--- src/rtl/hex_str_streamer.sv ---
`default_nettype none
// ============================================================================
//  Module      : hex_str_streamer
//  Description : Serializes a packed ASCII hex string (as produced by
//                binary2hex) into a byte-wide valid/ready stream, MSB
//                character first. Optional leading-zero suppression and
//                CR/LF line termination for a UART/console TX stage.
//  Revision    : 1.0 - initial release
// ============================================================================
module hex_str_streamer #(
    parameter int N           = 32,
    parameter int LZ_SUPPRESS = 0,
    parameter int APPEND_CRLF = 0
) (
    input  logic                 clk,
    input  logic                 rst,
    input  logic                 in_valid,
    output logic                 in_ready,
    input  logic [(N/4)*8-1:0]   hex_str,
    output logic                 out_valid,
    input  logic                 out_ready,
    output logic [7:0]           out_char,
    output logic                 out_last,
    output logic                 busy
);

    // ------------------------------------------------------------------------
    // Constants
    // ------------------------------------------------------------------------
    localparam int c_chars = N / 4;                 // characters per string
    localparam int c_w     = c_chars * 8;           // string width in bits
    localparam int c_cw    = $clog2(c_chars + 1);   // char counter width

    localparam logic [c_cw-1:0] c_cnt_full = c_cw'(c_chars);
    localparam logic [c_cw-1:0] c_cnt_one  = c_cw'(1);
    localparam logic [c_cw-1:0] c_cnt_two  = c_cw'(2);

    localparam logic [7:0] c_ascii_zero = 8'h30;
    localparam logic [7:0] c_ascii_cr   = 8'h0D;
    localparam logic [7:0] c_ascii_lf   = 8'h0A;

    // Controller states: IDLE waits for a string, SKIP drops leading zeros,
    // SEND streams hex characters, CR/LF append the line terminator.
    typedef enum logic [2:0] {
        S_IDLE = 3'd0,
        S_SKIP = 3'd1,
        S_SEND = 3'd2,
        S_CR   = 3'd3,
        S_LF   = 3'd4
    } state_t;

    // ------------------------------------------------------------------------
    // Registers
    // ------------------------------------------------------------------------
    state_t              r_state;
    logic [c_w-1:0]      r_shift;      // remaining characters, next one on top
    logic [c_cw-1:0]     r_count;      // characters still held in r_shift
    logic                r_in_ready;
    logic                r_out_valid;
    logic [7:0]          r_out_char;
    logic                r_out_last;

    // ------------------------------------------------------------------------
    // Combinational helpers
    // ------------------------------------------------------------------------
    logic                w_lz_en;
    logic                w_crlf_en;
    logic                w_accept;
    logic                w_beat;
    logic                w_last_char;
    logic                w_single_last;
    logic [7:0]          w_top;
    logic [7:0]          w_in_top;
    logic [c_w-1:0]      w_shifted;
    logic [7:0]          w_next_top;
    logic [c_cw-1:0]     w_count_dec;

    assign w_lz_en       = (LZ_SUPPRESS != 0);
    assign w_crlf_en     = (APPEND_CRLF != 0);

    // A string is taken only while the block advertises ready (IDLE).
    assign w_accept      = in_valid && r_in_ready;

    // A beat is a completed output handshake on the byte stream.
    assign w_beat        = r_out_valid && out_ready;

    assign w_last_char   = (r_count == c_cnt_one);

    // A one-character string is final on entry unless CR/LF follow it.
    assign w_single_last = (c_chars == 1) && !w_crlf_en;

    // Current and upcoming characters. Shifting left by a byte brings the
    // next character to the top; for a one-char string this yields zero,
    // which is never used because the last character ends the string.
    assign w_top         = r_shift[c_w-1 -: 8];
    assign w_in_top      = hex_str[c_w-1 -: 8];
    assign w_shifted     = r_shift << 8;
    assign w_next_top    = w_shifted[c_w-1 -: 8];
    assign w_count_dec   = r_count - c_cnt_one;

    // ------------------------------------------------------------------------
    // Outputs: all stream outputs come straight from flops; busy decodes the
    // state register only.
    // ------------------------------------------------------------------------
    assign in_ready  = r_in_ready;
    assign out_valid = r_out_valid;
    assign out_char  = r_out_char;
    assign out_last  = r_out_last;
    assign busy      = (r_state != S_IDLE);

    // Controller: state, shift register, counter and registered outputs.
    always_ff @(posedge clk or posedge rst) begin
        if (rst) begin
            r_state     <= S_IDLE;
            r_shift     <= '0;
            r_count     <= '0;
            r_in_ready  <= 1'b0;
            r_out_valid <= 1'b0;
            r_out_char  <= 8'h00;
            r_out_last  <= 1'b0;
        end else begin
            case (r_state)
                // Wait for a string. Ready is raised one cycle after reset
                // release and dropped on the accepting edge.
                S_IDLE: begin
                    if (w_accept) begin
                        r_shift    <= hex_str;
                        r_count    <= c_cnt_full;
                        r_in_ready <= 1'b0;
                        if (w_lz_en) begin
                            r_state <= S_SKIP;
                        end else begin
                            // Present the first character right away so
                            // out_valid rises the cycle after the accept.
                            r_state     <= S_SEND;
                            r_out_valid <= 1'b1;
                            r_out_char  <= w_in_top;
                            r_out_last  <= w_single_last;
                        end
                    end else begin
                        r_in_ready <= 1'b1;
                    end
                end

                // Drop one leading '0' per cycle, always keeping the final
                // character so an all-zero string still prints "0".
                S_SKIP: begin
                    if ((w_top == c_ascii_zero) && (r_count > c_cnt_one)) begin
                        r_shift <= w_shifted;
                        r_count <= w_count_dec;
                    end else begin
                        r_state     <= S_SEND;
                        r_out_valid <= 1'b1;
                        r_out_char  <= w_top;
                        r_out_last  <= w_last_char && !w_crlf_en;
                    end
                end

                // Stream characters; outputs hold steady until a beat.
                S_SEND: begin
                    if (w_beat) begin
                        if (w_last_char) begin
                            if (w_crlf_en) begin
                                r_state    <= S_CR;
                                r_out_char <= c_ascii_cr;
                                r_out_last <= 1'b0;
                            end else begin
                                r_state     <= S_IDLE;
                                r_out_valid <= 1'b0;
                                r_out_char  <= 8'h00;
                                r_out_last  <= 1'b0;
                                r_in_ready  <= 1'b1;
                            end
                        end else begin
                            r_shift    <= w_shifted;
                            r_count    <= w_count_dec;
                            r_out_char <= w_next_top;
                            // The character after this beat is the final one
                            // when exactly two remain now.
                            r_out_last <= (r_count == c_cnt_two) && !w_crlf_en;
                        end
                    end
                end

                // Carriage return, then line feed which closes the string.
                S_CR: begin
                    if (w_beat) begin
                        r_state    <= S_LF;
                        r_out_char <= c_ascii_lf;
                        r_out_last <= 1'b1;
                    end
                end

                S_LF: begin
                    if (w_beat) begin
                        r_state     <= S_IDLE;
                        r_out_valid <= 1'b0;
                        r_out_char  <= 8'h00;
                        r_out_last  <= 1'b0;
                        r_in_ready  <= 1'b1;
                    end
                end

                default: begin
                    r_state     <= S_IDLE;
                    r_out_valid <= 1'b0;
                    r_out_char  <= 8'h00;
                    r_out_last  <= 1'b0;
                    r_in_ready  <= 1'b0;
                end
            endcase
        end
    end

endmodule
`default_nettype wire

--- config.mk ---
export PLATFORM = sky130hd
export DESIGN_NAME = hex_str_streamer
export DESIGN_NICKNAME = d
export VERILOG_FILES = /design/src/rtl/hex_str_streamer.sv
export SDC_FILE = /design/constraint.sdc
export NUM_CORES = 1
export LEC_CHECK = 0
export ABC_AREA = 1
export CAP_MARGIN = 20
export CELL_PAD_IN_SITES_DETAIL_PLACEMENT = 1
export CELL_PAD_IN_SITES_GLOBAL_PLACEMENT = 2
export CORE_ASPECT_RATIO = 0.7
export CORE_MARGIN = 1
export CORE_UTILIZATION = 30
export DETAILED_ROUTE_END_ITERATION = 12
export MAX_ROUTING_LAYER = met4
export PLACE_DENSITY = 0.87
export SYNTH_ARGS = -nofsm -noshare
export SYNTH_HDL_FRONTEND = slang
export SYNTH_SLANG_ARGS = --single-unit
--- constraint.sdc ---
create_clock -name clk -period 4.5 [get_ports clk]
set_input_delay 1.35 -clock clk [delete_from_list [all_inputs] [get_ports clk]]
set_output_delay 1.35 -clock clk [all_outputs]
set_load 0.01 [all_outputs]
==> reports/metrics.yaml <==
drc: 0
grt_pass1_vias: 3465
cts_hold_buf: 0
grt-ovfl-total: 0
vias: 3257
ctsResizeCount: 0
maxSlewHeadroom_pct: 54.2
synth-seq-cells: 71
h-tree-depth: 3
syn_inst: 491
crit_chain: "clkdlybuf4s50_1 > nand2_1 > inv_2 > nand2_4 > nand2_4 > nand2_1 > o21ai_2"
cts.path.max_buffers: 2
first_pass_iters: 4
synthTopCellsByArea: "dfrtp_1, nand2_1, nand3_1"
worstMarginPinSlew_ns: 0.687
clk_latency_ns: 0.33
final_util_pct: 40.5
synth_area_per_cell_um2: 7.43
grt_use_total_pct: 18.0
initial_utilization_pct: 31.0
maxSlewViolCount: 0
ir_drop_mv: 0.361
synth_top_area_share_pct: 48.7
hold_violations: 0
endpoint_kind: "flip-flop"
die_h_um: 94.3
async_flop_share_pct: 100
grt_max_degree: 61
rows: 33
gp_congestion: 0.789
crit_path_max_fanout: 60
cts_tree: "yes"
synth_area_um2: 3650
crit_type: "in -> reg"
drt_iter0_markers: 161
fmax_mhz: 317
crit_path_start_kind: "input port"
dp_hpwl_um: 6810
clockRootBuffer: "clkbuf_16"
cts_buffers: 9
post-cts-setup-buffers: 0
p_leak_nw: 2.44
finalCritPeriodShare_pct: 70.2
drive_above_1_share_pct: 6.07
synth_edf_count: 0
yosysWarnings: 0
seq_area_frac_synth_pct: 48.7
whs_ns: 0.498
rsz0062_at_grt: "false"
synth_common_cells: "nand2_1, dfrtp_1, nand3_1"
slowest_delay_ns: 0.53
power_w: 0.00290
worstHoldPathType: "reg -> reg"
io_pins: 80
antenna_found_initial: 0
ant_nets: 0
status: "completed"
fp.dieArea_um2: 12600
grt_pass1_wl_um: 17300
port_buffers: 79
chipWidth_um: 134
slowest_stage: "nand2_4"
ys.flop_type: "dfrtp_1"
clkSlewWorstSetupHoldPaths_ns: 0.06
cp.arrival_ns: 3.36
powerDensity_nw_per_um2: 610
ys_types: 20
routed_wl_um: 10100
avgRoutedWirePerCell_um: 14.2
cp.required_ns: 4.70
syn_nets: 562
finalCriticalPeriod_ns: 3.16
core_um2: 11800
setup_tns_ns: 0
area_delta_synth_final_pct: 30.4
synth_area_leader_cell: "dfrtp_1"
finalClockSkew_ns: 0.00582
setup_viol: 0
diodes: 0
finalNetCount: 626
yosysMostFrequentCell: "nand2_1"
max_cap_violations: 0
cts_sinks: 71
viasPerCell: 4.54
==> metal layers <==
metal	GRT usage, %	part of all wire [%]	wire length (um)	vias up
li1	-	-	-	1658
met1	25.3	52	5270	1525
met2	26.0	43	4340	63
met3	4.10	4.2	426	11
met4	4.55	1.1	111	0
met5	-	0	0	-
==> cells in the final DEF (no fill, tap or decap), drive strengths merged <==
| master | instances |
|---|---|
| nand2 | 251 |
| nand3 | 64 |
| xor2 | 1 |
| inv | 21 |
| a21oi | 8 |
| nor2 | 17 |
| nand4 | 1 |
| o21ai | 24 |
| clkdlybuf4s50 | 79 |
| buf | 4 |
| ha | 3 |
| clkbuf | 16 |
| dfrtp | 71 |
==> state kept, by name (all words and copies together) (netlist names) <==
name	count
in_ready	1
out_char	8
out_last	1
out_valid	1
r_count	4
r_shift	56
==> layout make-up <==
class,count,area (um^2)
clock buffers,16,272
fillers,1433,7010
inverters,21,78.8
multi-input cells,369,1600
flip-flops and latches,71,1780
well taps,157,196
repair buffers,83,833
==> final timing paths <==
path / slack (ns) / end / startpoint / depth (start not counted)
setup / recovery: 1.34 / r_count[0] / out_ready / 7
hold / removal: 0.50 / r_shift[2] / r_shift[2] / 2
setup reg to reg: 2.10 / r_count[0] / out_valid / 6
hold reg to reg: 0.50 / r_shift[2] / r_shift[2] / 2
max in group asynchronous: 2.44 / out_valid / rst / 3
min in group asynchronous: 1.39 / r_shift[53] / rst / 2
==> critical path: cells and delay by family <==
family,cells,cell delay [ns]
compound gates,1,0.07
simple gates,4,1.39
buf+inv,2,0.49
==> kinds of logic (layout without fill, tap and decap cells) <==
group / Yosys count / after routing / share of synthesized area, %
buffers and inverters: 51 / 120 / 7.40
flip-flops: 71 / 71 / 48.7
adder cells (fa/ha/maj): 3 / 3 / 1.03
AND/OR/NAND/NOR: 333 / 333 / 37.3
AO/OA/AOI/OAI: 32 / 32 / 5.31
XOR/XNOR: 1 / 1 / 0.240
==> report_power, final <==
| part | leakage [nW] | internal (W) | switching [W] |
|---|---|---|---|
| clock | 0.131 | 0.000405 | 0.000260 |
| sequential | 0.931 | 0.000858 | 0.000153 |
| combinational | 1.38 | 0.000449 | 0.000778 |
| total | 2.44 | 0.00171 | 0.00119 |
==> metrics by stage <==
step | std cells | worst slack, ns | instance area (um^2)
finish | 717 | 1.34 | 4760
global route | 717 | 1.12 | 4760
CTS | 717 | 1.33 | 4760
detailed placement | 701 | 0.971 | 4490
global placement | 701 | 1.06 | 4490
floorplan | 491 | 1.35 | 3650
No activity file was read; power rests on OpenSTA's default activity.
